===== src/rtl/tlb_if.sv =====
// tlb_if: lookup and fill signals of the TLB, grouped into one bundle.
//   Lookup side : virtual_address_i, privilege_i        -> phys_address_o,
//                 ready_o, tlb_miss_o (registered, one cycle later)
//   Fill side   : w_virtual_page_i, w_phys_page_i, write_enable_i
// Modports: master drives lookups and fills (address generation and miss
// handler); slave is the TLB itself.
interface tlb_if #(
    parameter int OFFSET         = 12,
    parameter int PHYS_ADDR_SIZE = 20
);
    logic [31:0]               virtual_address_i;
    logic                      privilege_i;
    logic [PHYS_ADDR_SIZE-1:0] phys_address_o;
    logic                      ready_o;
    logic                      tlb_miss_o;
    logic [31-OFFSET:0]        w_virtual_page_i;
    logic [31-OFFSET:0]        w_phys_page_i;
    logic                      write_enable_i;

    modport master (
        output virtual_address_i, privilege_i,
        output w_virtual_page_i, w_phys_page_i, write_enable_i,
        input  phys_address_o, ready_o, tlb_miss_o
    );

    modport slave (
        input  virtual_address_i, privilege_i,
        input  w_virtual_page_i, w_phys_page_i, write_enable_i,
        output phys_address_o, ready_o, tlb_miss_o
    );
endinterface


===== src/rtl/tlb.sv =====
// tlb: fully associative translation lookaside buffer.
//   clock      : rising-edge clock
//   reset_n_i  : synchronous active-low reset (clears valid bits, pointer,
//                outputs; wins over a concurrent fill)
//   bus        : tlb_if.slave
//     lookup : virtual_address_i / privilege_i are translated every cycle;
//              phys_address_o, ready_o, tlb_miss_o are registered one cycle
//              later. Privileged accesses are identity-mapped.
//     fill   : write_enable_i installs w_virtual_page_i -> w_phys_page_i.
//              An existing valid mapping is updated in place; otherwise the
//              entry at the round-robin pointer is replaced.
module tlb #(
    parameter int OFFSET         = 12,
    parameter int PHYS_ADDR_SIZE = 20,
    parameter int ENTRIES        = 4
) (
    input  logic   clock,
    input  logic   reset_n_i,
    tlb_if.slave   bus
);
    localparam int VPN_W = 32 - OFFSET;
    localparam int PPN_W = PHYS_ADDR_SIZE - OFFSET;
    localparam int PTR_W = $clog2(ENTRIES);

    // Only the PPN bits that reach the physical address are kept.
    logic [ENTRIES-1:0] valid_reg;
    logic [VPN_W-1:0]   vpn_reg [ENTRIES];
    logic [PPN_W-1:0]   ppn_reg [ENTRIES];
    logic [PTR_W-1:0]   ptr_reg;

    logic [PHYS_ADDR_SIZE-1:0] phys_reg,  phys_next;
    logic                      ready_reg, ready_next;
    logic                      miss_reg,  miss_next;

    logic [VPN_W-1:0]   lookup_vpn;
    logic [OFFSET-1:0]  lookup_offset;
    logic [ENTRIES-1:0] hit_vec;
    logic [ENTRIES-1:0] wmatch_vec;
    logic               hit_any,   wmatch_any;
    logic [PTR_W-1:0]   hit_idx,   wmatch_idx;
    logic [PTR_W-1:0]   write_idx, ptr_next;

    assign lookup_vpn    = bus.virtual_address_i[31:OFFSET];
    assign lookup_offset = bus.virtual_address_i[OFFSET-1:0];

    // Parallel tag compare for the lookup and for the fill port.
    genvar gi;
    generate
        for (gi = 0; gi < ENTRIES; gi++) begin : g_cmp
            assign hit_vec[gi]    = valid_reg[gi] && (vpn_reg[gi] == lookup_vpn);
            assign wmatch_vec[gi] = valid_reg[gi] && (vpn_reg[gi] == bus.w_virtual_page_i);
        end

        if (PHYS_ADDR_SIZE < 32) begin : g_unused
            // Upper PPN bits can never reach the physical address.
            logic unused_ppn_bits;
            assign unused_ppn_bits = ^bus.w_phys_page_i[VPN_W-1:PPN_W];
        end
    endgenerate

    // Priority encoders: scanning downward lets the lowest index win if the
    // table ever held duplicates.
    always_comb begin
        hit_any    = 1'b0;
        hit_idx    = '0;
        wmatch_any = 1'b0;
        wmatch_idx = '0;
        for (int i = ENTRIES - 1; i >= 0; i--) begin
            if (hit_vec[i]) begin
                hit_any = 1'b1;
                hit_idx = PTR_W'(i);
            end
            if (wmatch_vec[i]) begin
                wmatch_any = 1'b1;
                wmatch_idx = PTR_W'(i);
            end
        end
    end

    // Refill target: update an existing mapping in place (pointer held),
    // otherwise replace the oldest slot and advance the FIFO pointer.
    // ENTRIES is a power of two, so the increment wraps on its own.
    always_comb begin
        write_idx = ptr_reg;
        ptr_next  = ptr_reg + PTR_W'(1);
        if (wmatch_any) begin
            write_idx = wmatch_idx;
            ptr_next  = ptr_reg;
        end
    end

    // Translation result for the registered outputs.
    always_comb begin
        phys_next  = '0;
        ready_next = 1'b0;
        miss_next  = 1'b0;
        if (bus.privilege_i) begin
            phys_next  = bus.virtual_address_i[PHYS_ADDR_SIZE-1:0];
            ready_next = 1'b1;
        end else if (hit_any) begin
            phys_next  = {ppn_reg[hit_idx], lookup_offset};
            ready_next = 1'b1;
        end else begin
            miss_next  = 1'b1;
        end
    end

    // Lookups read the table as it was before this edge's fill, so a new
    // entry becomes visible one cycle after it is written.
    always_ff @(posedge clock) begin
        if (!reset_n_i) begin
            valid_reg <= '0;
            ptr_reg   <= '0;
            phys_reg  <= '0;
            ready_reg <= 1'b0;
            miss_reg  <= 1'b0;
        end else begin
            if (bus.write_enable_i) begin
                valid_reg[write_idx] <= 1'b1;
                vpn_reg[write_idx]   <= bus.w_virtual_page_i;
                ppn_reg[write_idx]   <= bus.w_phys_page_i[PPN_W-1:0];
                ptr_reg              <= ptr_next;
            end
            phys_reg  <= phys_next;
            ready_reg <= ready_next;
            miss_reg  <= miss_next;
        end
    end

    assign bus.phys_address_o = phys_reg;
    assign bus.ready_o        = ready_reg;
    assign bus.tlb_miss_o     = miss_reg;
endmodule


===== src/flat_wrapper.sv =====
// flat-port wrapper written by rule: the top's interface ports become plain ports
module tlb_flat 
#(
    parameter int OFFSET         = 12,
    parameter int PHYS_ADDR_SIZE = 20,
    parameter int ENTRIES        = 4
)
  (clock, reset_n_i, bus_virtual_address_i, bus_privilege_i, bus_w_virtual_page_i, bus_w_phys_page_i, bus_write_enable_i, bus_phys_address_o, bus_ready_o, bus_tlb_miss_o);
  tlb_if #(.OFFSET(OFFSET), .PHYS_ADDR_SIZE(PHYS_ADDR_SIZE)) bus_i ();
  input  logic clock;
  input  logic reset_n_i;
  input wire logic [$bits(bus_i.virtual_address_i)-1:0] bus_virtual_address_i;
  input wire logic [$bits(bus_i.privilege_i)-1:0] bus_privilege_i;
  input wire logic [$bits(bus_i.w_virtual_page_i)-1:0] bus_w_virtual_page_i;
  input wire logic [$bits(bus_i.w_phys_page_i)-1:0] bus_w_phys_page_i;
  input wire logic [$bits(bus_i.write_enable_i)-1:0] bus_write_enable_i;
  output wire logic [$bits(bus_i.phys_address_o)-1:0] bus_phys_address_o;
  output wire logic [$bits(bus_i.ready_o)-1:0] bus_ready_o;
  output wire logic [$bits(bus_i.tlb_miss_o)-1:0] bus_tlb_miss_o;
  assign bus_i.virtual_address_i = bus_virtual_address_i;
  assign bus_i.privilege_i = bus_privilege_i;
  assign bus_i.w_virtual_page_i = bus_w_virtual_page_i;
  assign bus_i.w_phys_page_i = bus_w_phys_page_i;
  assign bus_i.write_enable_i = bus_write_enable_i;
  assign bus_phys_address_o = bus_i.phys_address_o;
  assign bus_ready_o = bus_i.ready_o;
  assign bus_tlb_miss_o = bus_i.tlb_miss_o;
  tlb #(.OFFSET(OFFSET), .PHYS_ADDR_SIZE(PHYS_ADDR_SIZE), .ENTRIES(ENTRIES)) u_core (.clock(clock), .reset_n_i(reset_n_i), .bus(bus_i));
endmodule

===== config.mk =====
export PLATFORM = sky130hd
export DESIGN_NAME = tlb_flat
export DESIGN_NICKNAME = d
export VERILOG_FILES = /design/src/rtl/tlb_if.sv /design/src/rtl/tlb.sv /design/src/flat_wrapper.sv
export SDC_FILE = /design/constraint.sdc
export NUM_CORES = 1
export LEC_CHECK = 0
export CAP_MARGIN = 25
export CORE_MARGIN = 2
export CORE_UTILIZATION = 59
export DETAILED_ROUTE_END_ITERATION = 16
export PLACE_DENSITY = 0.94
export SETUP_SLACK_MARGIN = 0.4
export SYNTH_ARGS = -nofsm -noshare
export SYNTH_HDL_FRONTEND = slang
export SYNTH_SLANG_ARGS = --single-unit

===== constraint.sdc =====
create_clock -name clock -period 7.73 [get_ports clock]
set_clock_uncertainty 0.1 [all_clocks]
set_input_delay 1.1595 -clock clock [delete_from_list [all_inputs] [get_ports clock]]
set_output_delay 1.1595 -clock clock [all_outputs]
set_load 0.02 [all_outputs]

## Word level (Yosys, flattened, before mapping)

Memories as Yosys holds them, arrays and structs flattened.
Index checks and enable logic that the tools add are counted.

- $add $sub $neg: 1
- $lt $le $gt $ge: 2
- Eq/ne operators: 8
- Muxes and demuxes: 27
- Bitwise gates (word level): 3
- Reductions and logical operators: 11

Operators with widths:

| cell | count |
|---|---|
| equality test 20 bit | 8 |
| two-way mux 20 bit | 2 |
| two-way mux 2 bit | 9 |
| two-way mux 1 bit | 15 |
| logical AND 1 bit | 9 |
| OR 4 bit | 1 |
| < comparator 2 x 3 -> 1 bit, second input constant | 1 |
| adder 2 x 1 -> 2 bit, second input constant | 1 |
| demux 1 bit (select 2 bit) | 1 |
| >= comparator 2 x 1 -> 1 bit, second input constant | 1 |
| NOT 1 bit | 2 |
| AND reduction 2 bit | 1 |
| OR reduction 2 bit | 1 |

- Bits in registers: 28
- Bits in writable memories: 112
- Input bits: 76
- Output and inout bits: 22
- Logic and storage cells: 59
- Memories: 2

Memories:

| memory | words | bits a word | read ports | clocked after memory_dff | wr ports | line | text |
|---|---|---|---|---|---|---|---|
| u_core.vpn_reg | 4 | 20 | 4 | 0 | 1 | tlb.sv:27 | `logic [VPN_W-1:0] vpn_reg [ENTRIES];` |
| u_core.ppn_reg | 4 | 8 | 1 | 0 | 1 | tlb.sv:28 | `logic [PPN_W-1:0] ppn_reg [ENTRIES];` |

## Longest topological paths before layout

- Word-level depth: 12
- Mapped depth: 9

## Worst setup path after synthesis

OpenSTA, ideal clock, no wires.

- Path type: in2reg
- Start: input port bus_w_virtual_page_i[6]
- End: memory u_core.ppn_reg[2][0] (netlist name) (enable)
- Arrival: 3.788 ns
- Path slack: 3.430 ns
- Stages on the path: 8
- Path buffers: 1
- Cells stage by stage: clkbuf_1 -> xnor2_1 -> nand4_1 -> nor4_1 -> a32oi_1 -> nor2b_1 -> or3_1 -> nor2_1

- Longest elaborated chain between the ends: 7

Ends and longest elaborated chain:

| item | line | text |
|---|---|---|
| from (decl) | flat_wrapper.sv:14 | `input wire logic [$bits(bus_i.w_virtual_page_i)-1:0] bus_w_virtual_page_i;` |
| equality test 20 bit | tlb.sv:51 | `assign wmatch_vec[gi] = valid_reg[gi] && (vpn_reg[gi] == bus.w_virtual_page_i);` |
| logical AND 1 bit | tlb.sv:51 |  |
| two-way mux 2 bit / two-way mux 1 bit (equally long branches) (4 in a row) | tlb.sv:73 | `if (wmatch_vec[i]) begin` |
| two-way mux 2 bit * | tlb.sv:86 | `if (wmatch_any) begin` |
| to (decl) | tlb.sv:28 |  |

Every way passes the cells marked *; elsewhere a longest branch is shown, timed or not.

## Final worst setup path

- Start: input port bus_w_virtual_page_i[18]
- End: memory u_core.ppn_reg[3][0] (netlist name) (enable)

Same word-level chain as after synthesis.

==> summary.txt <==
STA
  – Endpoints failing setup: 0
  – Setup Total Neg Slack: 0 ps
  – Period utilisation layout: 63.2%
  – Final slew viol count: 0
  – RSZ-0062 raised after global routing: false
  – Fmax: 205 MHz
  – Slew @ Worst Pin: 855 ps
  – Minimum clock period: 4890 ps
  – Worst hold slack: 415 ps
  – Worst slew margin: 42.5%
  – Hold Fails Final Rpt: 0

Yosys
  – Syn Inst Count: 506
  – Ys async rst share: 0%
  – Largest family of logic cells by synthesized area: XOR/XNOR gates
  – Synth Flop Type: edfxtp_1
  – Synth Area in Compound Gates: 2.60%
  – Synth Warn #: 0
  – Adder-Cell Fraction of Synth Area: 0%
  – Multiplexer share of the synthesized area: 2.37%
  – Simple-gate portion of the synthesized area: 11.5%
  – Post-synthesis cell type count: 41
  – Post-synth EDFFs: 112
  – FF+latch count, synth: 140
  – Net Count, Synth: 582
  – Post-Synth XOR/XNOR Area: 22.1%
  – Register area share after synthesis: 58.2%
  – Avg Inst Size Synth: 13.3 µm²
  – Post-synthesis cell area: 0.00675 mm²

Clock tree
  – TritonCTS clock tree: done
  – Clk sinks: 140
  – Later-pin clock latency in the skew report: 430 ps
  – Root Driver: clkbuf_16
  – CTS Buf Count: 17
  – PostCTS Resize Cnt: 0
  – CTS Buffer Depth: 2
  – Clk pin slew, worst setup/hold paths: 60 ps
  – CTS Hold Buffers Added: 0
  – H-tree depth: 4
  – Post-CTS setup buffers: 0

Global routing
  – Total GRT Usage: 29.7%
  – Gr ovfl total: 0
  – Initial antenna violation count: 0
  – Largest net degree at the start of global routing: 29
  – Global-route wire length before repair: 26.8 mm
  – Vias in the first global route: 4,626

Placement
  – Routability congestion estimate: 0.984
  – IO Port Bufs: 85
  – Placed inst area: 0.00760 mm²
  – Hpwl dp: 12.8 mm

Pwr
  – Maximum vdd drop: 191 µV
  – Combinational share of power: 10.2%
  – Power, Total: 0.00185 W
  – Power per cell area: 225 mW/mm²
  – Clock power share: 43.7%
  – Seq pwr share: 46.1%
  – Switching power total: 0.000435 W
  – Sw Ratio: 23.6%
  – Int Power: 0.00141 W
  – Lkg Pwr: 2.62 nW

Worst setup path
  – Worst path top cell family by delay: simple AND/OR/NAND/NOR gates
  – Worst r2r src: u_core.vpn_reg[3][5]
  – Critical Path RT: 7730 ps
  – CP bufs+invs: 2
  – CP Max Fanout: 18
  – Setup crit end kind: flop
  – R2R depth: 8
  – Crit start category: primary input
  – CP Launch Point: bus_w_virtual_page_i[18]
  – Worst path depth: 9
  – Crit-path slowest cell: clkdlybuf4s50_1
  – CP max stage delay: 800 ps
  – CP Cell Sequence: clkdlybuf4s50_1 > xnor2_1 > nand4_1 > nor4_1 > a32oi_1 > nor2b_1 > or3_1 > nor2_2 > buf_4
  – Data arrival, critical path: 4890 ps
  – WS Path Type: in -> reg

Route
  – WL final: 18.0 mm
  – Antenna viol nets, final: 0
  – # DRC: 0
  – Pre-Repair DR Iteration Count: 5
  – Vias per cell: 6.21
  – Routed wire per std cell: 24.3 µm
  – Initial detailed-routing violation count: 652
  – DR vias: 4,596

Layout
  – Fin nets: 661
  – Reg area: 0.00392 mm²
  – Ant. Diodes: 0
  – Max reg flops: 80
  – Area grow syn2layout: 21.6%
  – Design area: 0.00821 mm²
  – Final Util: 72.8%
  – Area of the multi-input gates: 0.00261 mm²
  – Layout fillers: 713
  – Layout cells sized above 1: 8.54%

Hold path
  – Hold_sp: u_core.ptr_reg[1]
  – Worst hold path class: reg -> reg
  – Worst hold stages: 2

Floorplanning
  – Core area: 0.0113 mm²
  – Ports: 98
  – Height of the die: 111 µm
  – Die W: 111 µm
  – Row cnt: 39
  – DIE AREA: 0.0123 mm²
  – Initial core utilization: 59.9%

Outcome
  – Outcome: complete, no violations

Run
  – Max_cap viols: 0
[placed cells by master, fill, tap and decap left out, types with 9 or more instances in the layout]
| master | instances |
|---|---|
| nand4_1 | 36 |
| mux2i_1 | 16 |
| edfxtp_1 | 112 |
| and2_1 | 14 |
| xor2_1 | 51 |
| nand3_1 | 9 |
| dfxtp_1 | 28 |
| nand2_1 | 20 |
| nor4_1 | 26 |
| xnor2_1 | 104 |
| clkdlybuf4s50_1 | 85 |
| clkbuf_16 | 17 |
[Yosys cell counts (all sizes together) (3+ instances only)]
library cell  number  area share (%)
edfxtp           112              50
o221ai             8             1.0
o21ai              6            0.45
or3                3            0.28
nor2               7            0.39
and2              14             1.3
mux2i             16             2.4
clkbuf            12            0.69
nand4             36             3.3
buf               18             2.5
dfxtp             28             8.3
xnor2            111              15
nand4b             4            0.52
xor2              52             6.9
nor4              27             2.6
nand2             20             1.1
and3               3            0.28
nand3              9            0.67
[final timing paths]
kind / end / slack (ps)
hold reg to reg: u_core.ptr_reg[1] / 410
setup / recovery: u_core.ppn_reg[3][0] / 2840
setup reg to reg: u_core.ppn_reg[3][0] / 3880
hold / removal: u_core.ptr_reg[1] / 410
[power groups by stage]
stage	Clock (W)	Combinational, W	Sequential, W
after global routing	0.000833	0.000197	0.000852
after CTS	0.000810	0.000185	0.000851
after detailed placement	0	0.000182	0.000866
after floorplan	0	0.0000958	0.000869
final	0.000807	0.000188	0.000851
after global placement	0	0.000178	0.000864
[routing by layer]
layer  up-vias  routed length (µm)  GRT usage (%)
li1       1999                   -              -
met1      2225                6750           37.6
met2       317                8770           49.4
met3        55                1800           6.89
met4         0                 633           12.8
met5         -                   0              0
[per-stage QoR]
step	instances	worst slack [ps]
after floorplan	506	3430
after global placement	708	2640
after detailed placement	708	2590
after CTS	739	3020
after global routing	740	2660
final	740	2840
[kinds of logic (layout without fill, tap and decap cells)]
kind of cell,Yosys count,after routing
buffers and inverters,32,123
AOI/OAI and AO/OA,22,22
xor gates and xnor gates,163,163
and+or+nand+nor,133,133
muxes,16,16
DFF,140,140
[tightest hold or removal path, cell delays in order, from the launching register on]
cell     delay [ps]
dfxtp_1         320
o21ai_0          80
a21oi_1          60
[layout make-up]
class | count | share of cell area (%)
Clock buffer | 19 | 5.52
Clock inverter | 12 | 1.66
Tap cell | 143 | 2.18
Timing Repair Buffer | 90 | 10.9
Inverter | 2 | 0.0915
Multi-Input combinational cell | 334 | 31.8
Sequential cell | 140 | 47.8
(Power assumes the default switching activity.)
